## src/rtl/rtc_write_seq.sv

```systemverilog
// Writes snapshotted BCD time/date to the RTC over its muxed
// address/data bus, then issues the commit write.
//
// Ports:
//   CLK, RESET_N  clock, async active-low reset
//   START         commit request, sampled in IDLE
//   SEG_in..ANO_in  BCD values from the edit registers
//   AD_out, AD_oe   bus address/data and output enable
//   CS_n, WR_n, RD_n, AD_n  bus strobes (AD_n=0 address phase)
//   BUSY, DONE      sequence status, DONE is a 1-cycle pulse
module rtc_write_seq #(
  parameter int         T_LOW       = 10,
  parameter int         T_HIGH      = 6,
  parameter logic [7:0] ADDR_SEG    = 8'h21,
  parameter logic [7:0] ADDR_MIN    = 8'h22,
  parameter logic [7:0] ADDR_HORA   = 8'h23,
  parameter logic [7:0] ADDR_DIA    = 8'h24,
  parameter logic [7:0] ADDR_MES    = 8'h25,
  parameter logic [7:0] ADDR_ANO    = 8'h26,
  parameter logic [7:0] COMMIT_ADDR = 8'hF1,
  parameter logic [7:0] COMMIT_DATA = 8'h00
) (
  input  logic       CLK,
  input  logic       RESET_N,
  input  logic       START,
  input  logic [7:0] SEG_in,
  input  logic [7:0] MIN_in,
  input  logic [7:0] HORA_in,
  input  logic [7:0] DIA_in,
  input  logic [7:0] MES_in,
  input  logic [7:0] ANO_in,
  output logic [7:0] AD_out,
  output logic       AD_oe,
  output logic       CS_n,
  output logic       WR_n,
  output logic       RD_n,
  output logic       AD_n,
  output logic       BUSY,
  output logic       DONE
);

  localparam int TMAX = (T_LOW > T_HIGH) ? T_LOW : T_HIGH;
  localparam int TW   = (TMAX > 1) ? $clog2(TMAX) : 1;

  localparam logic [TW-1:0] LOW_LD  = TW'(T_LOW - 1);
  localparam logic [TW-1:0] HIGH_LD = TW'(T_HIGH - 1);

  typedef enum logic [2:0] {
    S_IDLE,
    S_ADDR_LOW,
    S_ADDR_HIGH,
    S_DATA_LOW,
    S_DATA_HIGH,
    S_FINISH
  } state_t;

  state_t        state;
  logic [TW-1:0] timer;
  logic [2:0]    index;
  logic [7:0]    seg, min, hora, dia, mes, ano;
  logic [7:0]    cur_addr;
  logic [7:0]    cur_data;

  always_comb begin
    cur_addr = COMMIT_ADDR;
    cur_data = COMMIT_DATA;
    unique case (index)
      3'd0: begin cur_addr = ADDR_SEG;  cur_data = seg;  end
      3'd1: begin cur_addr = ADDR_MIN;  cur_data = min;  end
      3'd2: begin cur_addr = ADDR_HORA; cur_data = hora; end
      3'd3: begin cur_addr = ADDR_DIA;  cur_data = dia;  end
      3'd4: begin cur_addr = ADDR_MES;  cur_data = mes;  end
      3'd5: begin cur_addr = ADDR_ANO;  cur_data = ano;  end
      default: ;
    endcase
  end

  // Bus pins are registered from the current state, so they
  // trail the state by one cycle; phase lengths are unchanged.
  always_ff @(posedge CLK or negedge RESET_N) begin
    if (!RESET_N) begin
      state  <= S_IDLE;
      timer  <= '0;
      index  <= '0;
      seg    <= '0;
      min    <= '0;
      hora   <= '0;
      dia    <= '0;
      mes    <= '0;
      ano    <= '0;
      AD_out <= '0;
      AD_oe  <= 1'b0;
      CS_n   <= 1'b1;
      WR_n   <= 1'b1;
      RD_n   <= 1'b1;
      AD_n   <= 1'b1;
      BUSY   <= 1'b0;
      DONE   <= 1'b0;
    end else begin
      RD_n <= 1'b1;
      unique case (state)
        S_IDLE: begin
          CS_n   <= 1'b1;
          WR_n   <= 1'b1;
          AD_n   <= 1'b1;
          AD_oe  <= 1'b0;
          AD_out <= '0;
          DONE   <= 1'b0;
          if (START) begin
            seg   <= SEG_in;
            min   <= MIN_in;
            hora  <= HORA_in;
            dia   <= DIA_in;
            mes   <= MES_in;
            ano   <= ANO_in;
            index <= '0;
            BUSY  <= 1'b1;
            timer <= LOW_LD;
            state <= S_ADDR_LOW;
          end
        end
        S_ADDR_LOW: begin
          CS_n   <= 1'b0;
          WR_n   <= 1'b0;
          AD_n   <= 1'b0;
          AD_oe  <= 1'b1;
          AD_out <= cur_addr;
          if (timer == '0) begin
            timer <= HIGH_LD;
            state <= S_ADDR_HIGH;
          end else begin
            timer <= timer - 1'b1;
          end
        end
        S_ADDR_HIGH: begin
          CS_n   <= 1'b1;
          WR_n   <= 1'b1;
          AD_n   <= 1'b0;
          AD_oe  <= 1'b1;
          AD_out <= cur_addr;
          if (timer == '0) begin
            timer <= LOW_LD;
            state <= S_DATA_LOW;
          end else begin
            timer <= timer - 1'b1;
          end
        end
        S_DATA_LOW: begin
          CS_n   <= 1'b0;
          WR_n   <= 1'b0;
          AD_n   <= 1'b1;
          AD_oe  <= 1'b1;
          AD_out <= cur_data;
          if (timer == '0) begin
            timer <= HIGH_LD;
            state <= S_DATA_HIGH;
          end else begin
            timer <= timer - 1'b1;
          end
        end
        S_DATA_HIGH: begin
          CS_n   <= 1'b1;
          WR_n   <= 1'b1;
          AD_n   <= 1'b1;
          AD_oe  <= 1'b1;
          AD_out <= cur_data;
          if (timer == '0) begin
            if (index < 3'd6) begin
              index <= index + 1'b1;
              timer <= LOW_LD;
              state <= S_ADDR_LOW;
            end else begin
              timer <= '0;
              state <= S_FINISH;
            end
          end else begin
            timer <= timer - 1'b1;
          end
        end
        S_FINISH: begin
          CS_n   <= 1'b1;
          WR_n   <= 1'b1;
          AD_n   <= 1'b1;
          AD_oe  <= 1'b0;
          AD_out <= '0;
          DONE   <= 1'b1;
          BUSY   <= 1'b0;
          timer  <= '0;
          state  <= S_IDLE;
        end
        default: state <= S_IDLE;
      endcase
    end
  end

endmodule
```

## config.mk

```make
export PLATFORM = sky130hd
export DESIGN_NAME = rtc_write_seq
export DESIGN_NICKNAME = d
export VERILOG_FILES = /design/src/rtl/rtc_write_seq.sv
export SDC_FILE = /design/constraint.sdc
export NUM_CORES = 1
export LEC_CHECK = 0
export ABC_AREA = 1
export CAP_MARGIN = 20
export CORE_MARGIN = 2
export CORE_UTILIZATION = 57
export CTS_CLUSTER_DIAMETER = 40
export DETAILED_ROUTE_END_ITERATION = 7
export PLACE_DENSITY = 0.86
export SYNTH_ARGS = -nofsm -noshare
export SYNTH_HDL_FRONTEND = slang
export SYNTH_SLANG_ARGS = --single-unit
```

## constraint.sdc

```tcl
create_clock -name CLK -period 2.6 [get_ports CLK]
set_clock_uncertainty 0.05 [all_clocks]
set_input_delay 0.39 -clock CLK [delete_from_list [all_inputs] [get_ports CLK]]
set_output_delay 0.39 -clock CLK [all_outputs]
set_load 0.02 [all_outputs]
```

==> results.json <==
{
  "synth_compound_area_frac": 0.0349,
  "grt_pass1_vias": 3108,
  "cts_buffer_depth": 2,
  "power_switching_mw": 2.08,
  "syn_area_per_cell_um2": 7.49,
  "synth.most_common_cell": "nand2_1",
  "fmax_mhz": 523,
  "crit_buf_inv": 1,
  "num-fill-cells": 554,
  "multi_input_area_um2": 1580,
  "ys_ff_latch": 71,
  "synthToLayoutAreaGrowth_pct": 21.3,
  "avgViaCountPerCell": 5.34,
  "drt-total-wl_um": 8690,
  "insertion_delay_ns": 0.33,
  "ctsResizeCount": 0,
  "p_leak_nw": 2.32,
  "hold_violations": 0,
  "max_slew.worst_pin.slew_ns": 0.803,
  "dieArea_um2": 7000,
  "start_util": 0.580,
  "grt_max_degree": 50,
  "drt-wirelength-per-cell_um": 14.1,
  "tritoncts": "yes",
  "endpoint": "WR_n",
  "powerDensity_nw_per_um2": 1110,
  "slew_headroom": 0.465,
  "htreeDepth": 3,
  "synth_area_leaders": "dfrtp_1, nand2_1, nand3_1",
  "worstPathCellList": "clkdlybuf4s50_1",
  "p_int_mw": 2.78,
  "cp_num_cells": 1,
  "drc": 0,
  "wl_met1_um": 3940,
  "power_frac_seq": 0.412,
  "antenna_left": 0,
  "cp.required_ns": 2.16,
  "rrSetupSlack_ns": 0.76,
  "core-area_um2": 6240,
  "dp.cells": 604,
  "synth.top_cell.area_share": 0.477,
  "setup_tns_ns": 0,
  "worst_path_largest_cell_delay_ns": 0.60,
  "synthCells": 483,
  "p_comb_frac": 0.442,
  "layout-drive-gt1-share": 0.0555,
  "synth_commonest_cells": "nand2_1, nand3_1, dfrtp_1, inv_1, nor2_1",
  "peakVddDrop_uv": 866,
  "grt_first_pass_wirelength_um": 14900,
  "die_x_um": 83.7,
  "numCtsBuffers": 9,
  "ys_warn_count": 0,
  "globalplace.congestion": 0.939,
  "clk_pin_slew_worst_paths_ns": 0.07,
  "async_flop_share": 1.00,
  "synthSimpleGateAreaFrac": 0.373,
  "worstSetupPathType": "reg -> out",
  "vias": 3301,
  "wl_met3_um": 399,
  "fin_nets": 596,
  "status": "finished clean",
  "drt_iter0_drc": 199,
  "ff_latch_area_um2": 1780,
  "synth_top_family_by_area": "simple AND/OR/NAND/NOR gates",
  "ys.flop_type": "dfrtp_1",
  "synth_xor_area_frac": 0.00242,
  "grt_antenna_before_repair": 0,
  "drv_cap": 0,
  "cts_hold_buf": 0,
  "rr_startpoint": "index[1]",
  "timing.final.crit_share": 0.735,
  "hold_class": "in -> async",
  "finalCriticalPeriod_ns": 1.91,
  "crit_arrival_ns": 1.47,
  "post_cts_buffers": 0,
  "slew_violations": 0,
  "die_h_um": 83.7,
  "synthMuxAreaShare": 0,
  "synth_edf_count": 0,
  "grt_use_total": 0.264,
  "port_buffers": 64,
  "synthAdderAreaFrac": 0.0242,
  "placementRows": 29,
  "worst_setup_path_start_kind": "flop",
  "yosysTopAreaCell": "dfrtp_1",
  "crit_fanout": 3,
  "hpwlAfterDp_um": 6380,
  "setup_viol": 0,
  "met2WireLength_um": 4240,
  "grt_overflow": 0,
  "slowest_stage": "clkdlybuf4s50_1",
  "worstReg2RegEnd": "AD_out[7]",
  "top_layer": "met4",
  "syn_area_um2": 3620,
  "ys_seq_area_frac": 0.492,
  "power_frac_clock": 0.146,
  "synth_nets": 541,
  "synth_cell_types": 26,
  "r2r_cells": 8,
  "firstDrtPassIters": 5,
  "rsz0062_at_grt": "false",
  "critPathCaptureType": "output port",
  "crit_family": "buffers and inverters",
  "cts.sinks": 71,
  "p_sw_frac": 0.428,
  "clockRootBuffer": "clkbuf_8",
  "io_pins": 66,
  "critPathLaunch": "WR_n",
  "antenna_cells": 0,
  "finalNonFillerCells": 618
}
[metal layers]
layer,vias to the layer above,global-route usage
met4,0,0.0792
met5,-,0
met2,113,0.426
met1,1549,0.368
li1,1625,-
met3,14,0.0455
[per-stage QoR]
stage          instance area (um2)  power (mW)   util  hold slack (ns)  setup WS (ns)
6_report                      4390        4.86  0.703           0.0890          0.688
5_1_grt                       4390        5.29  0.703            0.139          0.555
4_1_cts                       4390        4.87  0.703            0.109          0.670
3_5_place_dp                  4250        4.16  0.680            0.409          0.785
3_3_place_gp                  4250        4.07  0.680            0.405          0.871
2_1_floorplan                 3620        3.52      -           0.0444           1.06
[cells in the final DEF (no fill, tap or decap), types with 3 or more instances in the layout]
cell             instances
o21ai_0                 11
buf_4                    5
nand2_1                210
nor2_1                  26
clkbuf_1                 3
dfrtp_1                 69
a21oi_1                  9
ha_1                     7
clkbuf_8                 9
clkdlybuf4s50_1         62
inv_1                   27
nand3_1                 82
[final cells by class]
| type | count | area share |
|---|---|---|
| tap | 77 | 0.0219 |
| sequential | 71 | 0.405 |
| clock buffer | 12 | 0.0308 |
| inverter | 28 | 0.0239 |
| timing repair buffer | 70 | 0.157 |
| multi-input combinational | 358 | 0.359 |
| clock inverter | 2 | 0.00228 |
[state kept, by name, indices dropped and copies added (netlist names), 3 cells and up]
name	flops
dia	8
ano	8
mes	8
index	3
state	3
seg	8
timer	4
min	8
AD_out	8
hora	8
[power groups by stage]
stage | logic (mW) | clock network (mW) | registers (mW)
2_1_floorplan | 1.51 | 0 | 2.00
3_3_place_gp | 2.07 | 0 | 2.00
3_5_place_dp | 2.15 | 0 | 2.02
4_1_cts | 2.15 | 0.723 | 2.00
5_1_grt | 2.46 | 0.772 | 2.06
6_report | 2.15 | 0.710 | 2.00
[logic make-up after synthesis]
kind of cell             after synthesis
buffers and inverters                 54
AO/OA/AOI/OAI                         24
XOR/XNOR                               1
flip-flops                            71
other                                  1
adder cells (fa/ha/maj)                7
AND/OR/NAND/NOR                      325
[worst min path at each step]
stage          startpoint  slack (ns)       end  cells after the start
2_1_floorplan     RESET_N        0.04     AD_oe                      0
3_3_place_gp       dia[2]        0.40    dia[2]                      2
3_5_place_dp       dia[0]        0.41    dia[0]                      2
4_1_cts           RESET_N        0.11  timer[3]                      1
5_1_grt           RESET_N        0.14  timer[3]                      1
6_report          RESET_N        0.09  timer[3]                      1
(Power assumes the default switching activity.)
